**src/rtl/multiplier_request_driver_if.sv**
```systemverilog
// Request/result bundle between the multiplier request driver and its environment.
// The MULT_RESULT_CHECK_EN macro adds the rsp_mismatch signal.
interface multiplier_request_driver_if #(
  parameter int P = 7
);
  localparam int P2 = ((P + 1) / 2) - 1;
  localparam int P3 = ((P + 1) / 4) - 1;

  logic          req_valid;
  logic          req_ready;
  logic [P3:0]   op_a;
  logic [P3:0]   op_b;
  logic          clamp_en;
  logic [P2:0]   clamp_val;
  logic          pending_request;
  logic [P2:0]   result;
  logic          valid_res;
  logic          rsp_valid;
  logic          rsp_ready;
  logic [P2:0]   rsp_data;
  logic          rsp_err;
`ifdef MULT_RESULT_CHECK_EN
  logic          rsp_mismatch;
`endif

  modport master (
    input  req_valid,
    input  op_a,
    input  op_b,
    input  result,
    input  valid_res,
    input  rsp_ready,
    output req_ready,
    output clamp_en,
    output clamp_val,
    output pending_request,
    output rsp_valid,
    output rsp_data,
    output rsp_err
`ifdef MULT_RESULT_CHECK_EN
    ,
    output rsp_mismatch
`endif
  );

  modport slave (
    output req_valid,
    output op_a,
    output op_b,
    output result,
    output valid_res,
    output rsp_ready,
    input  req_ready,
    input  clamp_en,
    input  clamp_val,
    input  pending_request,
    input  rsp_valid,
    input  rsp_data,
    input  rsp_err
`ifdef MULT_RESULT_CHECK_EN
    ,
    input  rsp_mismatch
`endif
  );

endinterface

```
**src/rtl/multiplier_request_driver.sv**
```systemverilog
// Initiator for the p-bit multiplier request/result protocol.
// Define MULT_RESULT_CHECK_EN to add the rsp_mismatch product check.
module multiplier_request_driver #(
  parameter int P              = 7,
  parameter int SETTLE_CYCLES  = 12,
  parameter int TIMEOUT_CYCLES = 2048
) (
  input  logic CLK,
  input  logic RST_N,
  multiplier_request_driver_if.master bus
);

  localparam int P2 = ((P + 1) / 2) - 1;
  localparam int P3 = ((P + 1) / 4) - 1;
  localparam int DW = P2 + 1;
  localparam int OW = P3 + 1;
  localparam int SW = $clog2(SETTLE_CYCLES) + 1;
  localparam int TW = $clog2(TIMEOUT_CYCLES) + 1;

  localparam logic [SW-1:0] SETTLE_LAST = SW'(SETTLE_CYCLES - 1);
  localparam logic [TW-1:0] TO_LAST     = TW'(TIMEOUT_CYCLES - 1);

  typedef enum logic [1:0] {
    IDLE,
    SETTLE,
    RUN,
    RESP
  } state_e;

  state_e state_q, state_d;

  logic          rst_n;
  logic [1:0]    rst_sync_q;

  logic          req_ready_q, req_ready_d;
  logic          clamp_en_q, clamp_en_d;
  logic          pend_q, pend_d;
  logic          rsp_valid_q, rsp_valid_d;
  logic [DW-1:0] rsp_data_q, rsp_data_d;
  logic          rsp_err_q, rsp_err_d;
  logic [OW-1:0] op_a_q, op_a_d;
  logic [OW-1:0] op_b_q, op_b_d;
  logic [SW-1:0] settle_cnt_q, settle_cnt_d;
  logic [TW-1:0] to_cnt_q, to_cnt_d;

  logic accept;
  logic in_settle;
  logic in_run;
  logic rsp_done;
  logic expire;

`ifdef MULT_RESULT_CHECK_EN
  logic          mm_q, mm_d;
  logic [DW-1:0] prod;

  assign prod = DW'(op_a_q) * DW'(op_b_q);
`endif

  // Reset asserts asynchronously but releases on a clock edge.
  always_ff @(posedge CLK or negedge RST_N) begin
    if (!RST_N) begin
      rst_sync_q <= '0;
    end else begin
      rst_sync_q <= {rst_sync_q[0], 1'b1};
    end
  end

  assign rst_n = rst_sync_q[1];

  assign accept    = (state_q == IDLE) && bus.req_valid && req_ready_q;
  assign in_settle = (state_q == SETTLE);
  assign in_run    = (state_q == RUN);
  assign rsp_done  = (state_q == RESP) && rsp_valid_q && bus.rsp_ready;
  assign expire    = (to_cnt_q == TO_LAST);

  always_ff @(posedge CLK or negedge rst_n) begin
    if (!rst_n) begin
      state_q <= IDLE;
    end else begin
      state_q <= state_d;
    end
  end

  always_comb begin
    state_d = state_q;
    unique case (state_q)
      IDLE: begin
        if (accept) state_d = SETTLE;
      end
      SETTLE: begin
        if (settle_cnt_q == SETTLE_LAST) state_d = RUN;
      end
      RUN: begin
        if (bus.valid_res || expire) state_d = RESP;
      end
      RESP: begin
        if (rsp_done) state_d = IDLE;
      end
      default: state_d = IDLE;
    endcase
  end

  always_comb begin
    req_ready_d  = (state_d == IDLE);
    clamp_en_d   = (state_d == SETTLE) || (state_d == RUN);
    pend_d       = (state_d == RUN);
    rsp_valid_d  = (state_d == RESP);
    op_a_d       = op_a_q;
    op_b_d       = op_b_q;
    rsp_data_d   = rsp_data_q;
    rsp_err_d    = rsp_err_q;
    settle_cnt_d = '0;
    to_cnt_d     = '0;
`ifdef MULT_RESULT_CHECK_EN
    mm_d         = mm_q;
`endif
    unique case (1'b1)
      accept: begin
        op_a_d = bus.op_a;
        op_b_d = bus.op_b;
      end
      in_settle: begin
        settle_cnt_d = settle_cnt_q + SW'(1);
      end
      in_run: begin
        to_cnt_d = to_cnt_q + TW'(1);
        // A pulse on the expiry cycle still counts as success.
        if (bus.valid_res) begin
          rsp_data_d = bus.result;
          rsp_err_d  = 1'b0;
`ifdef MULT_RESULT_CHECK_EN
          mm_d       = (prod != bus.result);
`endif
        end else if (expire) begin
          rsp_data_d = '0;
          rsp_err_d  = 1'b1;
`ifdef MULT_RESULT_CHECK_EN
          mm_d       = 1'b0;
`endif
        end
      end
      rsp_done: begin
`ifdef MULT_RESULT_CHECK_EN
        mm_d = 1'b0;
`endif
      end
      default: begin
      end
    endcase
  end

  always_ff @(posedge CLK or negedge rst_n) begin
    if (!rst_n) begin
      req_ready_q  <= 1'b1;
      clamp_en_q   <= 1'b0;
      pend_q       <= 1'b0;
      rsp_valid_q  <= 1'b0;
      rsp_data_q   <= '0;
      rsp_err_q    <= 1'b0;
      op_a_q       <= '0;
      op_b_q       <= '0;
      settle_cnt_q <= '0;
      to_cnt_q     <= '0;
`ifdef MULT_RESULT_CHECK_EN
      mm_q         <= 1'b0;
`endif
    end else begin
      req_ready_q  <= req_ready_d;
      clamp_en_q   <= clamp_en_d;
      pend_q       <= pend_d;
      rsp_valid_q  <= rsp_valid_d;
      rsp_data_q   <= rsp_data_d;
      rsp_err_q    <= rsp_err_d;
      op_a_q       <= op_a_d;
      op_b_q       <= op_b_d;
      settle_cnt_q <= settle_cnt_d;
      to_cnt_q     <= to_cnt_d;
`ifdef MULT_RESULT_CHECK_EN
      mm_q         <= mm_d;
`endif
    end
  end

  assign bus.req_ready       = req_ready_q;
  assign bus.clamp_en        = clamp_en_q;
  assign bus.clamp_val       = DW'({op_a_q, op_b_q});
  assign bus.pending_request = pend_q;
  assign bus.rsp_valid       = rsp_valid_q;
  assign bus.rsp_data        = rsp_data_q;
  assign bus.rsp_err         = rsp_err_q;
`ifdef MULT_RESULT_CHECK_EN
  assign bus.rsp_mismatch    = mm_q;
`endif

endmodule

```
**src/flat_wrapper.sv**
```systemverilog
// flat-port wrapper written by rule: the top's interface ports become plain ports
module multiplier_request_driver_flat 
#(
  parameter int P              = 7,
  parameter int SETTLE_CYCLES  = 12,
  parameter int TIMEOUT_CYCLES = 2048
)
  (CLK, RST_N, bus_req_valid, bus_op_a, bus_op_b, bus_result, bus_valid_res, bus_rsp_ready, bus_req_ready, bus_clamp_en, bus_clamp_val, bus_pending_request, bus_rsp_valid, bus_rsp_data, bus_rsp_err);
  multiplier_request_driver_if #(.P(P)) bus_i ();
  input  logic CLK;
  input  logic RST_N;
  input wire logic [$bits(bus_i.req_valid)-1:0] bus_req_valid;
  input wire logic [$bits(bus_i.op_a)-1:0] bus_op_a;
  input wire logic [$bits(bus_i.op_b)-1:0] bus_op_b;
  input wire logic [$bits(bus_i.result)-1:0] bus_result;
  input wire logic [$bits(bus_i.valid_res)-1:0] bus_valid_res;
  input wire logic [$bits(bus_i.rsp_ready)-1:0] bus_rsp_ready;
  output wire logic [$bits(bus_i.req_ready)-1:0] bus_req_ready;
  output wire logic [$bits(bus_i.clamp_en)-1:0] bus_clamp_en;
  output wire logic [$bits(bus_i.clamp_val)-1:0] bus_clamp_val;
  output wire logic [$bits(bus_i.pending_request)-1:0] bus_pending_request;
  output wire logic [$bits(bus_i.rsp_valid)-1:0] bus_rsp_valid;
  output wire logic [$bits(bus_i.rsp_data)-1:0] bus_rsp_data;
  output wire logic [$bits(bus_i.rsp_err)-1:0] bus_rsp_err;
  assign bus_i.req_valid = bus_req_valid;
  assign bus_i.op_a = bus_op_a;
  assign bus_i.op_b = bus_op_b;
  assign bus_i.result = bus_result;
  assign bus_i.valid_res = bus_valid_res;
  assign bus_i.rsp_ready = bus_rsp_ready;
  assign bus_req_ready = bus_i.req_ready;
  assign bus_clamp_en = bus_i.clamp_en;
  assign bus_clamp_val = bus_i.clamp_val;
  assign bus_pending_request = bus_i.pending_request;
  assign bus_rsp_valid = bus_i.rsp_valid;
  assign bus_rsp_data = bus_i.rsp_data;
  assign bus_rsp_err = bus_i.rsp_err;
  multiplier_request_driver #(.P(P), .SETTLE_CYCLES(SETTLE_CYCLES), .TIMEOUT_CYCLES(TIMEOUT_CYCLES)) u_core (.CLK(CLK), .RST_N(RST_N), .bus(bus_i));
endmodule
```
**config.mk**
```make
export PLATFORM = sky130hd
export DESIGN_NAME = multiplier_request_driver_flat
export DESIGN_NICKNAME = d
export VERILOG_FILES = /design/src/rtl/multiplier_request_driver_if.sv /design/src/rtl/multiplier_request_driver.sv /design/src/flat_wrapper.sv
export SDC_FILE = /design/constraint.sdc
export NUM_CORES = 1
export LEC_CHECK = 0
export BUFFER_PORTS_ARGS = -buffer_cell sky130_fd_sc_hd__buf_4
export CORE_MARGIN = 2
export CORE_UTILIZATION = 45
export CTS_CLUSTER_DIAMETER = 50
export DETAILED_ROUTE_END_ITERATION = 10
export PLACE_DENSITY = 0.67
export RECOVER_POWER = 25
export SYNTH_ARGS = -nofsm -noshare
export SYNTH_HDL_FRONTEND = slang
export SYNTH_SLANG_ARGS = --single-unit
```
**constraint.sdc**
```tcl
create_clock -name CLK -period 3.2 [get_ports CLK]
set_input_delay 0.48 -clock CLK [delete_from_list [all_inputs] [get_ports CLK]]
set_output_delay 0.48 -clock CLK [all_outputs]
set_load 0.05 [all_outputs]
```
==> results.txt, run 1 <==
Status: completed
Vias: 1,062
Core region area: 3100 um2
Syn_nets: 143
Clk_skew: 0.00684 ns
Worst Max-Slew Pin Slew: 0.862 ns
DIE HEIGHT: 61.5 um
Worst Path Buf+Inv: 0
Worst-skew pair later-pin latency: 0.33 ns
Startpoint types: register
Setup CP Type: reg -> reg
Synth Register Bits: 34
DRT antenna net count: 0
Seq/Total Area, Yosys: 57.2%
Critical path's largest stage delay: 0.53 ns
WL per Instance: 13.4 um
Placed Area: 1720 um2
First-pass GRT wire length: 4690 um
Yosys cell types: 38
Seq pwr share: 42.0%
DR vias/cell: 5.28
Critical Path RT: 3.43 ns
Synth cell count leaders: dfrtp_1 (33), nor2_1 (10), nand2_1 (7), a21oi_1 (5), ha_1 (5)
WL final: 2690 um
Yosys top cell area share: 55.5%
Most instantiated library cell after synthesis: dfrtp_1
Ys Warns: 0
Dominant cells by area after synthesis: dfrtp_1 (55%), ha_1 (4.2%), mux2_2 (3.0%), nor2_1 (2.5%), o2bb2ai_1 (2.4%)
Final hold vios: 0
Synth Instances: 125
GPL Wtd Cong: 0.744
Maximum clock frequency: 539 MHz
Die width: 61.5 um
Stages on the worst setup path: 5
Root buffer cell: clkbuf_4
Switching power: 613 uW
Max clock buf depth: 2
Fraction of registers with async set/reset: 100%
Total negative slack: 0 ns
Slowest-stage cell, CP: nor4_4
R2r endpoint: u_core.bus.clamp_en
Post-Synthesis Cell Area: 1490 um2
Post-route DRC: 0
Area delta synth->final: 20.2%
Layout cells sized above 1: 27.4%
Int Power: 834 uW
TritonCTS Buffers: 5
RSZ-0062 raised after global routing: false
Clock share of power: 17.0%
CP delay by family, top: simple AND/OR/NAND/NOR gates
Filler cells: 282
Detail Placement HPWL: 1950 um
CTS tree: done
Clock sinks: 34
R2R Setup Slk: 1.34 ns
Final net count: 174
H-tree levels: 2
Avg Cell Area, Syn: 11.9 um2
# Max-Cap Violations: 0
Post-route core utilization: 57.7%
Fin. max-slew vios: 0
Clk slew on worst S/H paths: 0.10 ns
Input/output buffers: 25
Rel. slew slack: 42.5%
Cells along the critical path: ha_1 -> nand3_2 -> nor4_4 -> nand4b_1 -> ha_1
Setup violators final: 0
First-pass DRT Iterations: 4
I/O pin cnt: 26
Final cell count without fillers: 201
Crit. End Element: register
Most frequent cell on the critical path: ha_1
Ys flop type: dfrtp_1
Tmin final: 1.86 ns
R2R Path Start: u_core.to_cnt_q[0]
Largest net degree at the start of global routing: 23
Die ar.: 3780 um2
Arr. time, crit path: 2.09 ns
Post-synth EDFFs: 0
Worst vdd ir: 0.000563 V
HP Class: in -> reg
Final instance area: 1790 um2
Power Dens Cells: 809 nW/um2
Critical path origin: u_core.to_cnt_q[0]
Initial core utilization: 48.0%
Final Cycle Share: 58.0%
LEAKAGE: 0.800 nW
Row count: 20
Initial DRC count: 16
Sw frac: 42.4%
Initial antenna violation count: 0
Combinational group share of total power: 41.0%
Cells after DPL: 192
Critical path endpoint: u_core.bus.clamp_en
Number of global-route vias before repair: 1,082
PostCTS Resize Cnt: 0
Gr ovfl total: 0
Worst-path fanout max: 8
Yosys top cell by area: dfrtp_1
Register-to-Register Path Depth: 5
Global-route usage over all layers: 17.5%
Antenna cells: 0
==> flip-flops by register name (all words and copies together), names as in the netlist <==
| register | cells |
|---|---|
| u_core.to_cnt_q | 12 |
| u_core.settle_cnt_q | 5 |
| u_core.bus.rsp_data | 4 |
| u_core.op_a_q | 2 |
| u_core.op_b_q | 2 |
| u_core.rst_sync_q | 2 |
| u_core.state_q | 2 |
| u_core.bus.clamp_en | 1 |
| u_core.bus.pending_request | 1 |
| u_core.bus.req_ready | 1 |
| u_core.bus.rsp_err | 1 |
| u_core.bus.rsp_valid | 1 |
==> power by group through the flow <==
stage	combinational (mW)	sequential, mW	clock (mW)
2_1_floorplan	0.220	0.817	0
3_3_place_gp	0.586	0.610	0
4_1_cts	0.601	0.610	0.256
6_report	0.593	0.609	0.246
5_1_grt	0.648	0.629	0.278
3_5_place_dp	0.600	0.618	0
==> worst register-to-register path, cell delays in order, from the launching register on <==
cell	delay [ns]
dfrtp_1	0.40
ha_1	0.21
nand3_2	0.19
nor4_4	0.53
nand4b_1	0.18
ha_1	0.24
==> stage by stage <==
step | setup WS, ns | hold WS [ns] | total power, mW
after floorplan | 1.55 | 0.184 | 1.04
after global placement | 1.37 | 0.262 | 1.20
after detailed placement | 1.33 | 0.263 | 1.22
after CTS | 1.33 | 0.331 | 1.47
after global routing | 1.18 | 0.338 | 1.55
final | 1.34 | 0.343 | 1.45
==> worst min path at each step <==
stage / start / to / depth (start not counted)
floorplan: RST_N / u_core.rst_sync_q[0] / 0
global placement: RST_N / u_core.rst_sync_q[0] / 1
detailed placement: RST_N / u_core.rst_sync_q[0] / 1
CTS: bus_result[2] / u_core.bus.rsp_data[2] / 2
global route: bus_result[0] / u_core.bus.rsp_data[0] / 2
finish: bus_result[2] / u_core.bus.rsp_data[2] / 2
==> per-layer routing <==
metal  vias up  share of wire [%]  track usage (%)
met5         -                  0                0
met4         0                2.1             9.12
met3         8                5.5             4.62
met2        32                 47             28.3
met1       510                 45             21.5
li1        512                  -                -
==> final cells by class <==
type                       count  area, um2  area share, %
clock inverter                 2       12.5          0.699
timing repair buffer          27        201           11.3
inverter                       3       11.3          0.629
tap                           44       55.1           3.08
sequential                    34        852           47.6
clock buffer                   6       51.3           2.87
multi-input combinational     85        606           33.8
==> kinds of logic (layout without fill, tap and decap cells) <==
family	count (synthesis)	count (layout)	share of synthesized area [%]
AO/OA/AOI/OAI	23	23	10.7
other	1	1	0.252
AND/OR/NAND/NOR	46	46	19.0
adder cells (fa/ha/maj)	5	5	4.20
buffers and inverters	6	38	2.10
XOR/XNOR	6	6	3.53
multiplexers	4	4	3.02
flip-flops	34	34	57.2
==> layout by cell type (no fill, tap or decap), types with 4 or more instances in the layout <==
cell type / instances
a21oi_1: 5
buf_4: 25
clkbuf_4: 5
dfrtp_1: 33
ha_1: 5
mux2_2: 4
nand2_1: 7
nand3_1: 4
nor2_1: 10
o2bb2ai_1: 4
==> repair_timing <==
action | CTS | global route
hold buffers | 1 | 0
setup buffers | 0 | 0
endpoints found under the setup margin | 0 | 0
hold endpoints to repair | 2 | 0
(Power assumes the default switching activity.)
==> run 2: changes to the inputs <==
==> constraint.sdc (replaced) <==
create_clock -name CLK -period 1.9 [get_ports CLK]
set_input_delay 0.285 -clock CLK [delete_from_list [all_inputs] [get_ports CLK]]
set_output_delay 0.285 -clock CLK [all_outputs]
set_load 0.05 [all_outputs]
==> results.txt, run 2 (synthesis results as in run 1) <==
Number of global-route vias before repair: 990 (-8.5%)
Area delta synth->final: 20.3% (about the same)
DIE HEIGHT: 61.5 um (unchanged)
Setup violators final: 0 (unchanged)
Layout cells sized above 1: 27.2% (-0.17 points)
DRT antenna net count: 0 (unchanged)
CTS tree: done
Crit. End Element: register
# Max-Cap Violations: 0 (unchanged)
Max reg flops: 12 (unchanged)
Total negative slack: 0 ns (unchanged)
Initial antenna violation count: 0 (unchanged)
Commonest non-fill, non-tap cells in the layout: dfrtp_1 (33), buf_4 (25), nor2_1 (10), nand2_1 (7)
Maximum clock frequency: 559 MHz (+3.7%)
Worst-path fanout max: 9 (+1)
Power Dens Cells: 1360 nW/um2 (+68%)
LEAKAGE: 0.806 nW (+0.73%)
Initial DRC count: 41 (+25)
Input/output buffers: 25 (unchanged)
Final net count: 175 (+0.57%)
Tmin final: 1.79 ns (-0.0666 ns)
Final Cycle Share: 94.2% (+36 points)
Largest net degree at the start of global routing: 33 (+43%)
H-tree levels: 2 (unchanged)
Setup CP Type: reg -> reg
I/O pin cnt: 26 (unchanged)
Critical Path RT: 2.18 ns (-1.25 ns)
Reg with most FFs: u_core.to_cnt_q
Final hold vios: 0 (unchanged)
Register area: 852 um2 (unchanged)
First-pass GRT wire length: 4350 um (-7.2%)
Clk_skew: 0.00860 ns (+0.00176 ns)
PostCTS Resize Cnt: 0 (unchanged)
First-pass DRT Iterations: 4 (unchanged)
Vias: 1,064 (+0.19%)
Worst-skew pair later-pin latency: 0.34 ns (about the same)
Multi-input gate area: 606 um2 (unchanged)
RSZ-0062 raised after global routing: false
Core region area: 3100 um2 (unchanged)
Arr. time, crit path: 2.07 ns (-0.02 ns)
Row count: 20 (unchanged)
GPL Wtd Cong: 0.771 (+3.6%)
DR vias/cell: 5.27 (-0.31%)
Startpoint types: register
Worst vdd ir: 0.000736 V (+31%)
Rel. slew slack: 49.1% (+6.6 points)
Die width: 61.5 um (unchanged)
Status: completed
Commonest non-fill, non-tap cell in the layout: dfrtp_1
WL per Instance: 13.3 um (-0.64%)
Worst Max-Slew Pin Slew: 0.764 ns (-0.0987 ns)
Clk slew on worst S/H paths: 0.10 ns (about the same)
Fin. max-slew vios: 0 (unchanged)
WL final: 2680 um (-0.15%)
Root buffer cell: clkbuf_4
Fin Hold WS: 0.152 ns (-0.191 ns)
Die ar.: 3780 um2 (unchanged)
Post-route DRC: 0 (unchanged)
Max clock buf depth: 2 (unchanged)
Global-route usage over all layers: 16.5% (-1.0 points)
HP Class: in -> reg
Antenna cells: 0 (unchanged)
Clock sinks: 34 (unchanged)
TritonCTS Buffers: 5 (unchanged)
Filler cells: 292 (+3.5%)
Gr ovfl total: 0 (unchanged)
Detail Placement HPWL: 1900 um (-2.5%)
Initial core utilization: 48.0% (unchanged)
-- run 2: cell types whose count changed in the layout (fill, tap and decap cells not counted), sizes merged --
| cell | delta |
|---|---|
| clkinvlp | -1 |
| clkbuf | +2 |
-- run 2: timing repair --
| item | 4_1_cts | 5_1_grt |
|---|---|---|
| hold buffers | 1 | 0 |
| endpoints found under the hold margin | 2 | 0 |
| setup buffers | 0 | 0 |
-- run 2: power breakdown --
group / switching [mW] / total, mW / internal, mW
clock: 0.234 / 0.413 / 0.179
combinational: 0.668 / 1.00 / 0.332
sequential: 0.124 / 1.02 / 0.895
-- run 2: per-stage QoR --
| step | util [%] | area (um2) | cells | power, mW | setup WS, ns |
|---|---|---|---|---|---|
| 5_1_grt | 57.7 | 1790 | 202 | 2.60 | 0.00830 |
| 4_1_cts | 57.9 | 1800 | 202 | 2.46 | 0.138 |
| 6_report | 57.7 | 1790 | 202 | 2.43 | 0.111 |
| 2_1_floorplan | - | 1490 | 125 | 1.75 | 0.247 |
| 3_5_place_dp | 55.6 | 1730 | 193 | 2.04 | 0.170 |
| 3_3_place_gp | 55.6 | 1730 | 193 | 2.02 | 0.169 |
-- run 2: final timing paths --
check	start	end	slack (ns)	depth (start not counted)
max	u_core.state_q[1]	u_core.bus.req_ready	0.11	4
min	bus_result[3]	u_core.bus.rsp_data[3]	0.15	2
max reg2reg	u_core.state_q[1]	u_core.bus.req_ready	0.11	4
min reg2reg	u_core.rst_sync_q[0]	u_core.rst_sync_q[1]	0.36	0
max in group asynchronous	u_core.rst_sync_q[1]	u_core.op_b_q[1]	1.01	1
min in group asynchronous	RST_N	u_core.rst_sync_q[1]	0.25	2
-- run 2: routing by layer --
| metal | global-route usage (%) | vias to the layer above | share of wire [%] | wire, um |
|---|---|---|---|---|
| met5 | 0 | - | 0 | 0 |
| met4 | 6.38 | 0 | 1.2 | 31 |
| met3 | 7.56 | 4 | 6.7 | 181 |
| met2 | 26.2 | 34 | 48 | 1280 |
| met1 | 19.6 | 512 | 44 | 1190 |
| li1 | - | 514 | - | - |
-- run 2: final cells by class --
type / instances / share of cell area [%]
clock buffers: 7 / 3.07
clock inverters: 1 / 0.280
inverters: 3 / 0.629
multi-input cells: 85 / 33.8
flip-flops and latches: 34 / 47.6
well taps: 44 / 3.07
repair buffers: 28 / 11.5
-- run 2: critical path, stage by stage (launching register included) --
cell and delay [ns]:
dfrtp_1 0.47, and4bb_2 0.32, a31oi_1 0.26, nor4b_1 0.45, ha_1 0.23
==> run 3: changes to the inputs <==
--- a/config.mk
+++ b/config.mk
@@ -7,10 +7,12 @@
 export LEC_CHECK = 0
 export BUFFER_PORTS_ARGS = -buffer_cell sky130_fd_sc_hd__buf_4
 export CORE_MARGIN = 2
-export CORE_UTILIZATION = 45
+export CORE_UTILIZATION = 54
 export CTS_CLUSTER_DIAMETER = 50
 export DETAILED_ROUTE_END_ITERATION = 10
-export PLACE_DENSITY = 0.67
+export HOLD_SLACK_MARGIN = 0.15
+export MAX_ROUTING_LAYER = met4
+export PLACE_DENSITY = 0.78
 export RECOVER_POWER = 25
 export SYNTH_ARGS = -nofsm -noshare
 export SYNTH_HDL_FRONTEND = slang
==> results.txt, run 3 (synthesis results as in run 1) <==
Maximum clock frequency: 565 MHz (+1.1%)
Clock sinks: 34 (unchanged)
First-pass GRT wire length: 4870 um (+12%)
Vias: 1,073 (+0.85%)
LEAKAGE: 0.812 nW (+0.80%)
Startpoint types: register
DIE HEIGHT: 56.5 um (-8.1%)
Gr ovfl total: 0 (unchanged)
DRT antenna net count: 0 (unchanged)
HP Class: in -> reg
Commonest non-fill, non-tap cell in the layout: dfrtp_1
Final instance area: 1800 um2 (+0.49%)
Worst Max-Slew Pin Slew: 0.770 ns (+0.00674 ns)
Placed Area: 1710 um2 (-0.94%)
Hold wc startpoint: bus_result[1]
Initial core utilization: 55.4% (+7.4 points)
Worst Hold Endpoint: u_core.bus.rsp_data[1]
WHS Path Cells: 2 (unchanged)
Reg with most FFs: u_core.to_cnt_q
Most frequent cell on the critical path: ha_1
Int Power: 1.39 mW (-1.1%)
Crit. End Element: register
Setup CP Type: reg -> reg
CP delay by family, top: simple AND/OR/NAND/NOR gates
# Max-Cap Violations: 0 (unchanged)
Detail Placement HPWL: 1990 um (+5.0%)
First-pass DRT Iterations: 4 (unchanged)
RSZ-0062 raised after global routing: false
CTS tree: done
Post-route DRC: 0 (unchanged)
Sw frac: 42.6% (+0.41 points)
Worst-path fanout max: 8 (-1)
Layout cells sized above 1: 26.1% (-1.1 points)
Clk slew on worst S/H paths: 0.10 ns (about the same)
Die ar.: 3190 um2 (-16%)
Clk_skew: 0.0156 ns (+0.00696 ns)
Power Dens Cells: 1350 nW/um2 (-0.87%)
Worst vdd ir: 0.00103 V (+40%)
R2R Setup Slk: 0.13 ns (+0.02 ns)
Seq pwr share: 42.2% (+0.3 points)
H-tree levels: 2 (unchanged)
Arr. time, crit path: 1.99 ns (-0.08 ns)
Rel. slew slack: 48.7% (-0.45 points)
Critical Path RT: 2.12 ns (-0.06 ns)
Area delta synth->final: 20.8%
Tmin final: 1.77 ns (-0.0193 ns)
Die width: 56.5 um (-8.1%)
Worst Path Buf+Inv: 0 (unchanged)
Initial antenna violation count: 0 (unchanged)
I/O pin cnt: 26 (unchanged)
R2R Path Start: u_core.to_cnt_q[0]
Initial DRC count: 57 (+39%)
DR vias/cell: 5.59 (+6.1%)
Commonest non-fill, non-tap cells in the layout: dfrtp_1 (33), buf_4 (25), nor2_1 (10), nand2_1 (7)
Switching power: 1.03 mW (+0.60%)
Worst-skew pair later-pin latency: 0.34 ns (about the same)
Register-to-Register Path Depth: 5 (+1)
Input/output buffers: 25 (unchanged)
Slowest-stage cell, CP: dfrtp_1
Row count: 19 (-5.0%)
Status: completed
Critical path's largest stage delay: 0.41 ns (-0.06 ns)
R2r endpoint: u_core.bus.clamp_en
Fin. max-slew vios: 0 (unchanged)
Antenna cells: 0 (unchanged)
WL per Instance: 14.5 um (+9.2%)
Setup violators final: 0 (unchanged)
Max reg flops: 12 (unchanged)
Combinational group share of total power: 42.5% (+1.4 points)
Largest net degree at the start of global routing: 33 (unchanged)
Final hold vios: 0 (unchanged)
Core region area: 2690 um2 (-13%)
Global-route usage over all layers: 20.9% (+4.4 points)
Final Cycle Share: 93.1% (-1.0 points)
TritonCTS Buffers: 5 (unchanged)
Clock share of power: 15.4% (-1.6 points)
Total negative slack: 0 ns (unchanged)
Max clock buf depth: 2 (unchanged)
Post-CTS setup buffer count: 0 (unchanged)
WL final: 2780 um (+3.8%)
Cells along the critical path: ha_1 -> nand3_2 -> nor4_4 -> nand4b_1 -> ha_1
Final net count: 178 (+1.7%)
Number of global-route vias before repair: 1,104 (+12%)
GPL Wtd Cong: 0.745 (-3.3%)
Root buffer cell: clkbuf_4
## run 3: layout make-up
class | instances | area, um2
fillers | 199 | 887
flip-flops and latches | 34 | 852
multi-input cells | 85 | 612
repair buffers | 31 | 236
clock buffers | 8 | 48.8
well taps | 31 | 38.8
inverters | 3 | 11.3
## run 3: worst max-delay path by stage
stage,start,to,slack [ns],cells past startpoint
after floorplan,u_core.to_cnt_q[0],u_core.bus.clamp_en,0.25,5
after global placement,u_core.state_q[1],u_core.bus.pending_request,0.23,4
after detailed placement,u_core.state_q[1],u_core.bus.req_ready,0.18,4
after CTS,u_core.to_cnt_q[0],u_core.bus.clamp_en,0.14,5
after global routing,u_core.to_cnt_q[0],u_core.bus.clamp_en,0.009,5
final,u_core.to_cnt_q[0],u_core.bus.clamp_en,0.13,5
## run 3: routing by layer
| layer | part of all wire, % | global-route usage, % |
|---|---|---|
| met2 | 52 | 32.7 |
| met4 | 1.9 | 9.52 |
| met3 | 3.9 | 7.83 |
| met5 | 0 | - |
| met1 | 42 | 23.8 |
## run 3: what timing repair did
action / CTS / global route
resized for setup: 0 / 1
endpoints found under the hold margin: 5 / 0
endpoints found under the setup margin: 0 / 2
hold buffers: 4 / 0
## run 3: metrics by stage
stage | setup WS [ns] | util [%] | power (mW) | instances | hold slack (ns)
global placement | 0.231 | 63.7 | 2.01 | 180 | 0.0664
floorplan | 0.247 | - | 1.75 | 125 | -0.0106
finish | 0.130 | 67.0 | 2.42 | 192 | 0.172
CTS | 0.136 | 67.0 | 2.44 | 192 | 0.157
detailed placement | 0.177 | 63.7 | 2.05 | 180 | 0.0689
global route | 0.00878 | 67.0 | 2.58 | 192 | 0.155
## run 3: power groups by stage
stage | clock [mW] | combinational, mW | sequential [mW]
after detailed placement | 0 | 1.02 | 1.03
final | 0.372 | 1.03 | 1.02
after global placement | 0 | 0.995 | 1.02
after CTS | 0.388 | 1.03 | 1.02
after floorplan | 0 | 0.371 | 1.38
after global routing | 0.418 | 1.12 | 1.05
## run 3: worst reg2reg max path, stage by stage (launching register included)
cell and delay [ns]:
dfrtp_1 0.41, ha_1 0.22, nand3_2 0.20, nor4_4 0.41, nand4b_1 0.16, ha_1 0.24
